===== src/rtl/fixed_point_dot.sv =====
// Sequential fixed-point dot product: latches two vectors, streams element pairs
// through one multiplier, and returns the wrapped sum with a sticky overflow flag.

module fixed_point_mul #(
  parameter int W = 32,
  parameter int F = 16
) (
  input  logic [W-1:0] a,
  input  logic [W-1:0] b,
  output logic [W-1:0] p,
  output logic         ovf
);
  logic signed [2*W-1:0] a_ext;
  logic signed [2*W-1:0] b_ext;
  logic signed [2*W-1:0] full;
  logic signed [2*W-1:0] shifted;
  logic        [W:0]     hi;

  always_comb begin
    a_ext   = {{W{a[W-1]}}, a};
    b_ext   = {{W{b[W-1]}}, b};
    full    = a_ext * b_ext;
    shifted = full >>> F;
    p       = shifted[W-1:0];
    // Result fits only if everything above the kept sign bit is pure sign extension.
    hi      = shifted[2*W-1:W-1];
    ovf     = ~((&hi) | ~(|hi));
  end
endmodule

// state | meaning
// IDLE  | waiting for operands, in_ready=1
// ACC   | one multiply-accumulate per cycle, idx walks 0..N_TERMS-1
// DONE  | result presented until out_ready; may accept next operands same edge
module fixed_point_dot #(
  parameter int N_TERMS          = 4,
  parameter int FIXED_W          = 32,
  parameter int FIXED_FRACTION_W = 16
) (
  input  logic                            clk,
  input  logic                            rst_n,
  input  logic                            in_valid,
  output logic                            in_ready,
  input  logic [N_TERMS-1:0][FIXED_W-1:0] in_a,
  input  logic [N_TERMS-1:0][FIXED_W-1:0] in_b,
  output logic                            out_valid,
  input  logic                            out_ready,
  output logic [FIXED_W-1:0]              out_result,
  output logic                            out_overflow
);
  localparam int IDX_W = (N_TERMS > 1) ? $clog2(N_TERMS) : 1;
  localparam logic [IDX_W-1:0] LAST_IDX = IDX_W'(N_TERMS - 1);

  localparam logic [1:0] IDLE = 2'd0;
  localparam logic [1:0] ACC  = 2'd1;
  localparam logic [1:0] DONE = 2'd2;

  logic [1:0]                      state_q, state_d;
  logic [IDX_W-1:0]                idx_q, idx_d;
  logic [N_TERMS-1:0][FIXED_W-1:0] a_q, a_d;
  logic [N_TERMS-1:0][FIXED_W-1:0] b_q, b_d;
  logic [FIXED_W-1:0]              acc_q, acc_d;
  logic                            ovf_q, ovf_d;

  logic [FIXED_W-1:0] mul_a;
  logic [FIXED_W-1:0] mul_b;
  logic [FIXED_W-1:0] prod;
  logic               mul_ovf;
  logic [FIXED_W-1:0] sum;
  logic               add_ovf;
  logic               accept;

  assign mul_a = a_q[idx_q];
  assign mul_b = b_q[idx_q];

  fixed_point_mul #(
    .W (FIXED_W),
    .F (FIXED_FRACTION_W)
  ) u_mul (
    .a   (mul_a),
    .b   (mul_b),
    .p   (prod),
    .ovf (mul_ovf)
  );

  always_comb begin
    sum     = acc_q + prod;
    add_ovf = (acc_q[FIXED_W-1] == prod[FIXED_W-1]) &&
              (sum[FIXED_W-1] != acc_q[FIXED_W-1]);

    in_ready = (state_q == IDLE) || ((state_q == DONE) && out_ready);
    accept   = in_valid && in_ready;

    state_d = state_q;
    idx_d   = idx_q;
    a_d     = a_q;
    b_d     = b_q;
    acc_d   = acc_q;
    ovf_d   = ovf_q;

    case (state_q)
      ACC: begin
        acc_d = sum;
        ovf_d = ovf_q | mul_ovf | add_ovf;
        if (idx_q == LAST_IDX) begin
          idx_d   = '0;
          state_d = DONE;
        end else begin
          idx_d = idx_q + IDX_W'(1);
        end
      end
      DONE: begin
        if (out_ready) state_d = IDLE;
      end
      default: ;
    endcase

    // Accept overrides: entering from IDLE or straight out of DONE.
    if (accept) begin
      a_d     = in_a;
      b_d     = in_b;
      acc_d   = '0;
      ovf_d   = 1'b0;
      idx_d   = '0;
      state_d = ACC;
    end
  end

  always_ff @(posedge clk or negedge rst_n) begin
    if (!rst_n) begin
      state_q <= IDLE;
      idx_q   <= '0;
      a_q     <= '0;
      b_q     <= '0;
      acc_q   <= '0;
      ovf_q   <= 1'b0;
    end else begin
      state_q <= state_d;
      idx_q   <= idx_d;
      a_q     <= a_d;
      b_q     <= b_d;
      acc_q   <= acc_d;
      ovf_q   <= ovf_d;
    end
  end

  assign out_valid    = (state_q == DONE);
  assign out_result   = acc_q;
  assign out_overflow = ovf_q;

endmodule


===== config.mk =====
export PLATFORM = sky130hd
export DESIGN_NAME = fixed_point_dot
export DESIGN_NICKNAME = d
export VERILOG_FILES = /design/src/rtl/fixed_point_dot.sv
export SDC_FILE = /design/constraint.sdc
export NUM_CORES = 2
export LEC_CHECK = 0
export CAP_MARGIN = 20
export CORE_ASPECT_RATIO = 1.2
export CORE_MARGIN = 2
export CORE_UTILIZATION = 30
export CTS_BUF_LIST = sky130_fd_sc_hd__clkbuf_8 sky130_fd_sc_hd__clkbuf_16
export DETAILED_ROUTE_END_ITERATION = 8
export PLACE_DENSITY = 0.51
export SYNTH_ARGS = -nofsm -noshare
export SYNTH_HDL_FRONTEND = slang
export SYNTH_SLANG_ARGS = --single-unit
export TNS_END_PERCENT = 100

===== constraint.sdc =====
create_clock -name clk -period 23.8 [get_ports clk]
set_input_delay 2.38 -clock clk [delete_from_list [all_inputs] [get_ports clk]]
set_output_delay 2.38 -clock clk [all_outputs]
set_load 0.02 [all_outputs]

Word level (Yosys, flattened, before mapping)
Cells that the tools add are included.

Bits in registers: 293. Bits in latches: 0. Memory bits (writable): 0. Memory bits (read-only): 0. Input port bits: 260. Output and inout bits: 35. Memories: 0.

Add/sub/neg operators: 2. Multipliers: 1. Div/mod/pow operators: 0. Magnitude comparators: 1. Eq/ne operators: 7. Shift operators: 0. Multiplexer cells: 15. Bitwise logic cells: 5. Reductions and logical operators: 10.

Operators with widths (number): 32-bit binary-select mux with 2-bit select (2); 32-bit two-way mux (4); 32-bit by 32-bit multiplier with 64-bit output (1); 32-bit adder (1); 17-bit AND reduction (1); 17-bit OR reduction (1); 2-bit two-way mux (6); 2-bit equality test (second input constant) (2); 2-bit case mux with 2 select lines (1); 1-bit logical AND (3); 2-bit by 3-bit < comparator with 1-bit output (second input constant) (1); 3-bit by 1-bit != test with 1-bit output (second input constant) (1); 3-bit != test (second input constant) (1); 1-bit bitwise OR (3); 3-bit AND reduction (1); 3-bit nonzero test (1); 2-bit by 1-bit adder with 2-bit output (second input constant) (1); 2-bit by 1-bit equality test with 1-bit output (second input constant) (1); 2-bit zero test (1); 1-bit two-way mux (2); 1-bit inverter (2); 2-bit nonzero test (1); 1-bit equality test (1); 1-bit logical OR (1); 1-bit != test (1).

Longest topological paths before layout
Depth in word-level cells: 11. Gate-level depth with buffers: 47. Depth with buffers taken out: 43.

Modules after synthesis
From an unflattened synthesis, not the netlist that was laid out.

Cells, all modules: 5420. Area total of the unflattened synthesis: 50293.2 um^2.

By module, submodules not included: fixed_point_mul (times used 1, cells an instance 3865, area each 36079.6 um^2, sequential area each 0.0 um^2); fixed_point_dot (times used 1, cells an instance 1555, area each 14213.6 um^2, sequential area each 7332.0 um^2).

Worst setup path before layout
OpenSTA, ideal clock, no wires.

Path kind: register -> register. Start: reg idx_q[1]. End: reg acc_q[31] (netlist: out_result[31]). Arrival time: 11.120 ns. Setup slack: 12.547 ns. Cell stages (with the launch flop): 45. Period minus slack after synthesis: 11.253 ns. Cells stage by stage: dfrtp_1 clkbuf_1 buf_1 clkbuf_1 mux2i_1 nand2_1 o21ai_1 clkbuf_1 nor2_1 fa_1 fa_1 inv_1 fa_1 fa_1 inv_1 fa_1 inv_1 fa_1 [9 not listed] nor2b_1 o21ai_0 xor2_1 ha_1 a21o_1 a211o_1 a21oi_1 o31ai_1 a21o_1 nand2_1 a21oi_1 a41o_1 or4_1 a31o_2 o41ai_1 xor2_1 o211ai_1 o31ai_1.

Word-level cells in the longest chain between the ends: 6. Elaborated cells on any way between the ends: 8.

RTL lines: from (decl) (RTL line 59) `logic [IDX_W-1:0] idx_q, idx_d;`; from (signal assigned) (RTL line 139) `idx_q <= idx_d;`; 32-bit binary-select mux with 2-bit select (on tied branches) (RTL line 73, 74); 32-bit two-way mux (on tied branches) (RTL line 73, 74); 32-bit by 32-bit multiplier with 64-bit output (*) (RTL line 22) `full = a_ext * b_ext;`; 32-bit adder (*) (RTL line 87) `sum = acc_q + prod;`; 32-bit two-way mux (*) (RTL line 101) `case (state_q)`; 32-bit two-way mux (*) (RTL line 119) `if (accept) begin`; to (signal assigned) (RTL line 135) `acc_q <= '0;`; to (signal assigned) (RTL line 142) `acc_q <= acc_d;`; to (decl) (RTL line 62) `logic [FIXED_W-1:0] acc_q, acc_d;`.

Mark *: on every way between the ends. The rest lies on a longest branch, timed or not. The select of a mux whose other input is x is not followed. A chain may end at the register's enable or synchronous reset.

Worst setup path after layout
Start: reg idx_q[1]. End: reg ovf_q (netlist: out_overflow).

Word-level cells in the longest chain between the ends: 11. Elaborated cells on any way between the ends: 18.

RTL lines: 32-bit binary-select mux with 2-bit select (on tied branches) (RTL line 73, 74); 32-bit two-way mux (on tied branches) (RTL line 73, 74); 32-bit by 32-bit multiplier with 64-bit output (*) (RTL line 22); parallel branches: the longest is 5 deep, another holds 32-bit adder; 1-bit bitwise OR (*) (RTL line 104) `ovf_d = ovf_q | mul_ovf | add_ovf;`; 1-bit two-way mux (*) (RTL line 101); 1-bit two-way mux (*) (RTL line 119); to (signal assigned) (RTL line 143) `ovf_q <= ovf_d;`; to (decl) (RTL line 63) `logic ovf_q, ovf_d;`.

Every way passes the cells marked *. The select of a mux whose other input is x is not followed.

==> flow_summary.html <==
<table>
<tr><th>Metric</th><th>Value</th></tr>
<tr><th colspan="2">Clocking</th></tr>
<tr><td>Root Driver</td><td>sky130_fd_sc_hd__clkbuf_16</td></tr>
<tr><td>Number of gates resized after cts</td><td>0</td></tr>
<tr><td>Clock tree from TritonCTS</td><td>built</td></tr>
<tr><td>H-tree levels</td><td>1</td></tr>
<tr><td>Clock insertion delay at the later pin of the skew report</td><td>0.62 ns</td></tr>
<tr><td>Clock Pin Slew Worst Setup and Hold Paths</td><td>0.07 ns</td></tr>
<tr><td>TritonCTS buffer count</td><td>31</td></tr>
<tr><td>Hold-fix buffers, CTS</td><td>0</td></tr>
<tr><td># clock sinks</td><td>293</td></tr>
<tr><td>Post-CTS setup repair buffer count</td><td>0</td></tr>
<tr><td>Clock tree buffer depth</td><td>3</td></tr>
<tr><th colspan="2">Yosys</th></tr>
<tr><td>Post-synthesis cell area</td><td>49600 µm²</td></tr>
<tr><td>Post-Syn Nets</td><td>7150</td></tr>
<tr><td>Proportion of synthesized chip area in sequential cells</td><td>0.148</td></tr>
<tr><td>Top FF cell, synth</td><td>sky130_fd_sc_hd__dfrtp_1</td></tr>
<tr><td>XOR/XNOR share of the synthesized area</td><td>0.0153</td></tr>
<tr><td>Fraction of registers with async set or reset after synthesis</td><td>1.00</td></tr>
<tr><td>Simple-gate portion of the synthesized area</td><td>0.169</td></tr>
<tr><td>Post-synth cell types</td><td>67</td></tr>
<tr><td>FF+latch count, synth</td><td>293</td></tr>
<tr><td>Share of synthesized cell area in full adder, half adder and majority cells</td><td>0.490</td></tr>
<tr><td>Combinational family with the most area after synthesis</td><td>adder cells</td></tr>
<tr><td>Number of synthesized flops with an enable pin</td><td>0</td></tr>
<tr><td>Synthesized instance count</td><td>5596</td></tr>
<tr><td>Yosys warning count</td><td>0</td></tr>
<tr><td>Average instance area after synthesis</td><td>8.87 µm²</td></tr>
<tr><td>Synth Area in Compound Gates</td><td>0.0548</td></tr>
<tr><td>Share of cell area taken by muxes after synthesis</td><td>0.0292</td></tr>
<tr><th colspan="2">Die</th></tr>
<tr><td>Starting density of the core</td><td>0.302</td></tr>
<tr><td>Row cnt</td><td>163</td></tr>
<tr><td>Core region area</td><td>164000 µm²</td></tr>
<tr><td>Die area</td><td>169000 µm²</td></tr>
<tr><td>DIE HEIGHT</td><td>450 µm</td></tr>
<tr><td>Die W</td><td>375 µm</td></tr>
<tr><td>I/O pin count</td><td>295</td></tr>
<tr><th colspan="2">Final layout</th></tr>
<tr><td>Commonest cells after routing, fill and taps aside</td><td>sky130_fd_sc_hd__nand2_1 (1280), sky130_fd_sc_hd__fa_1 (1082), sky130_fd_sc_hd__inv_1 (966)</td></tr>
<tr><td>Area Overhead vs Synth</td><td>13.6%</td></tr>
<tr><td>Proportion of layout cells with a drive suffix above 1</td><td>0.0515</td></tr>
<tr><td>Number of nets in the final layout</td><td>7296</td></tr>
<tr><td>Most common cell after layout, fill and taps aside</td><td>sky130_fd_sc_hd__nand2_1</td></tr>
<tr><th colspan="2">Detailed routing</th></tr>
<tr><td>Per-cell routed wire length</td><td>23.3 µm</td></tr>
<tr><td>Remaining design rule violation count</td><td>0</td></tr>
<tr><td>Initial drt markers</td><td>2769</td></tr>
<tr><td>Average via count per standard cell</td><td>4.93</td></tr>
<tr><td>Detailed-route via count</td><td>39019</td></tr>
<tr><td>Aggregate routed wire length</td><td>184000 µm</td></tr>
<tr><td>Number of search-and-repair iterations in the first detailed-routing pass</td><td>6</td></tr>
<tr><td>Final ANT Viol Nets</td><td>0</td></tr>
<tr><th colspan="2">STA</th></tr>
<tr><td>Setup violators final</td><td>0</td></tr>
<tr><td>Highest Clock Rate</td><td>0.0751 GHz</td></tr>
<tr><td>RSZ-0062 raised after global routing</td><td>no</td></tr>
<tr><td>Worst slew slack as a fraction of its limit</td><td>0.206</td></tr>
<tr><td>Skew final</td><td>0.0126 ns</td></tr>
<tr><td>Final worst path period need</td><td>13.32 ns</td></tr>
<tr><td>Transition time at the pin with the least slew margin</td><td>1.19 ns</td></tr>
<tr><td>Sum Neg Setup Slack</td><td>0 ns</td></tr>
<tr><td>Final Slew Violations</td><td>0</td></tr>
<tr><td>Final hold violation count</td><td>0</td></tr>
<tr><td>Final period util</td><td>0.560</td></tr>
<tr><th colspan="2">Critical path</th></tr>
<tr><td>Dominant cell type by count on the critical path</td><td>sky130_fd_sc_hd__fa_1</td></tr>
<tr><td>Slowest cell on the critical path</td><td>sky130_fd_sc_hd__dfrtp_4</td></tr>
<tr><td>Crit. Startpoint</td><td>idx_q[1]</td></tr>
<tr><td>Class of the most critical setup path</td><td>register to register</td></tr>
<tr><td>Critical Path End Type</td><td>register</td></tr>
<tr><td>Startpoint type of the worst setup path</td><td>register</td></tr>
<tr><td>Reg-to-reg setup timing slack</td><td>10.48 ns</td></tr>
<tr><td>Critical path peak fanout</td><td>53</td></tr>
<tr><td>Terminus of the critical flop-to-flop path</td><td>out_overflow</td></tr>
<tr><td>Kind of cell adding the most delay to the critical path</td><td>adder cells</td></tr>
<tr><td>Number of stages on the worst setup path</td><td>37</td></tr>
<tr><td>Arrival time of the worst setup path</td><td>13.80 ns</td></tr>
<tr><td>Delay of the slowest cell on the worst path</td><td>1.06 ns</td></tr>
<tr><td>Critical Path End</td><td>out_overflow</td></tr>
<tr><td>Worst path required time</td><td>24.28 ns</td></tr>
<tr><td>CP Buf/Inv Count</td><td>5</td></tr>
<tr><td>Startpoint of the most critical register-to-register path</td><td>idx_q[1]</td></tr>
<tr><td>Worst reg2reg path depth</td><td>37</td></tr>
<tr><th colspan="2">Global route</th></tr>
<tr><td>Largest net degree at the start of global routing</td><td>215</td></tr>
<tr><td>Global-route usage over all layers</td><td>0.221</td></tr>
<tr><td>Number of antenna violations at the first check in global routing</td><td>6</td></tr>
<tr><td>Global-route wire length before repair</td><td>277000 µm</td></tr>
<tr><td>Number of global-route vias before repair</td><td>42803</td></tr>
<tr><td>Sum of overflow across all layers after global routing</td><td>0</td></tr>
<tr><th colspan="2">Placement</th></tr>
<tr><td>GPL Wtd Cong</td><td>0.968</td></tr>
<tr><td>HPWL after detailed placement</td><td>143000 µm</td></tr>
<tr><td>Number of port buffers</td><td>294</td></tr>
<tr><th colspan="2">Outcome</th></tr>
<tr><td>Outcome</td><td>finished, final reports clean</td></tr>
<tr><th colspan="2">Job</th></tr>
<tr><td>Number of max-cap violations</td><td>0</td></tr>
<tr><th colspan="2">Min path</th></tr>
<tr><td>Worst min path class</td><td>register to register</td></tr>
</table>
## through the flow
stage	hold WS [ns]	utilization	setup WS (ns)	instance area, µm²	std cells
2_1_floorplan	0.440	-	12.55	49600	5596
3_3_place_gp	0.453	0.337	10.62	55300	7853
3_5_place_dp	0.457	0.337	10.49	55300	7853
4_1_cts	0.474	0.343	10.44	56400	7908
5_1_grt	0.488	0.343	9.85	56400	7913
6_report	0.472	0.343	10.48	56400	7914
## kinds of logic after synthesis
family | after synthesis
and+or+nand+nor | 2123
xor gates and xnor gates | 87
muxes | 131
DFF | 293
AOI/OAI and AO/OA | 422
buffers and inverters | 1246
adders and majority gates | 1294
## synth_stat cells, drive strengths merged, types with 3 or more instances
library cell  number  area (µm²)
o31ai              9        72.6
buf               17        67.6
o211ai             8        65.1
clkbuf           265         995
a41o               3        30.0
and4               4        35.0
a31o               3        26.3
xor2              34         298
dfrtp            293        7330
mux2i             64         641
a221oi             3        26.3
inv              963        3610
nor2             663        2490
and2              22         138
mux4               5         113
nand2b            19         119
a21oi             83         419
a21o              53         398
a211oi            18         153
ha               212        2650
o22ai              3        25.0
nand3             41         205
fa              1082       21700
o21ai            128         648
o21a              66         495
or2               10        62.6
o21bai            16         124
a221o              6        60.1
nand2           1282        4810
mux2              62         698
nor2b             12        75.1
nor3              18        95.1
xnor2             53         464
nand4             19         119
a31oi             11        68.8
and3              20         130
## worst register-to-register path, delay by kind of cell, from the launching register on
kind / cells / cell delay (ns)
adder cells (fa/ha/maj): 10 / 4.76
AO/OA/AOI/OAI: 15 / 3.61
buffers and inverters: 5 / 1.98
AND/OR/NAND/NOR: 5 / 1.10
flip-flops: 1 / 1.06
multiplexers: 1 / 0.46
XOR/XNOR: 1 / 0.20
## flip-flops by register name, indices dropped and copies added, names as in the netlist
signal and flops:
state_q 2, idx_q 2, out_result 32, a_q 128, out_overflow 1, b_q 128
## cell type report
class,instances,area (µm²)
Fill cell,17119,108000
Multi-Input combinational cell,4057,38000
Sequential cell,293,7340
Timing Repair Buffer,395,3740
Inverter,964,3620
Tap cell,2145,2680
Clock buffer,41,913
Clock inverter,14,125
Antenna cell,5,12.5
## worst min path at each step
stage / cells past startpoint / start / slack (ns) / end
after CTS: 2 / b_q[85] / 0.47 / b_q[85]
after detailed placement: 2 / a_q[68] / 0.46 / a_q[68]
after global placement: 2 / a_q[68] / 0.45 / a_q[68]
after global routing: 2 / b_q[114] / 0.49 / b_q[114]
final: 2 / a_q[61] / 0.47 / a_q[61]
after floorplan: 2 / a_q[66] / 0.44 / a_q[66]
## routing by layer
| metal | vias up | track usage | part of all wire |
|---|---|---|---|
| met5 | - | 0 | 0.000060 |
| met4 | 2 | 0.0967 | 0.053 |
| met3 | 360 | 0.0289 | 0.057 |
| met2 | 1243 | 0.387 | 0.50 |
| met1 | 20448 | 0.271 | 0.39 |
| li1 | 16966 | - | - |
Power is not shown: default switching activity piles up to over one toggle a cycle in this logic, so the estimate is an artifact.
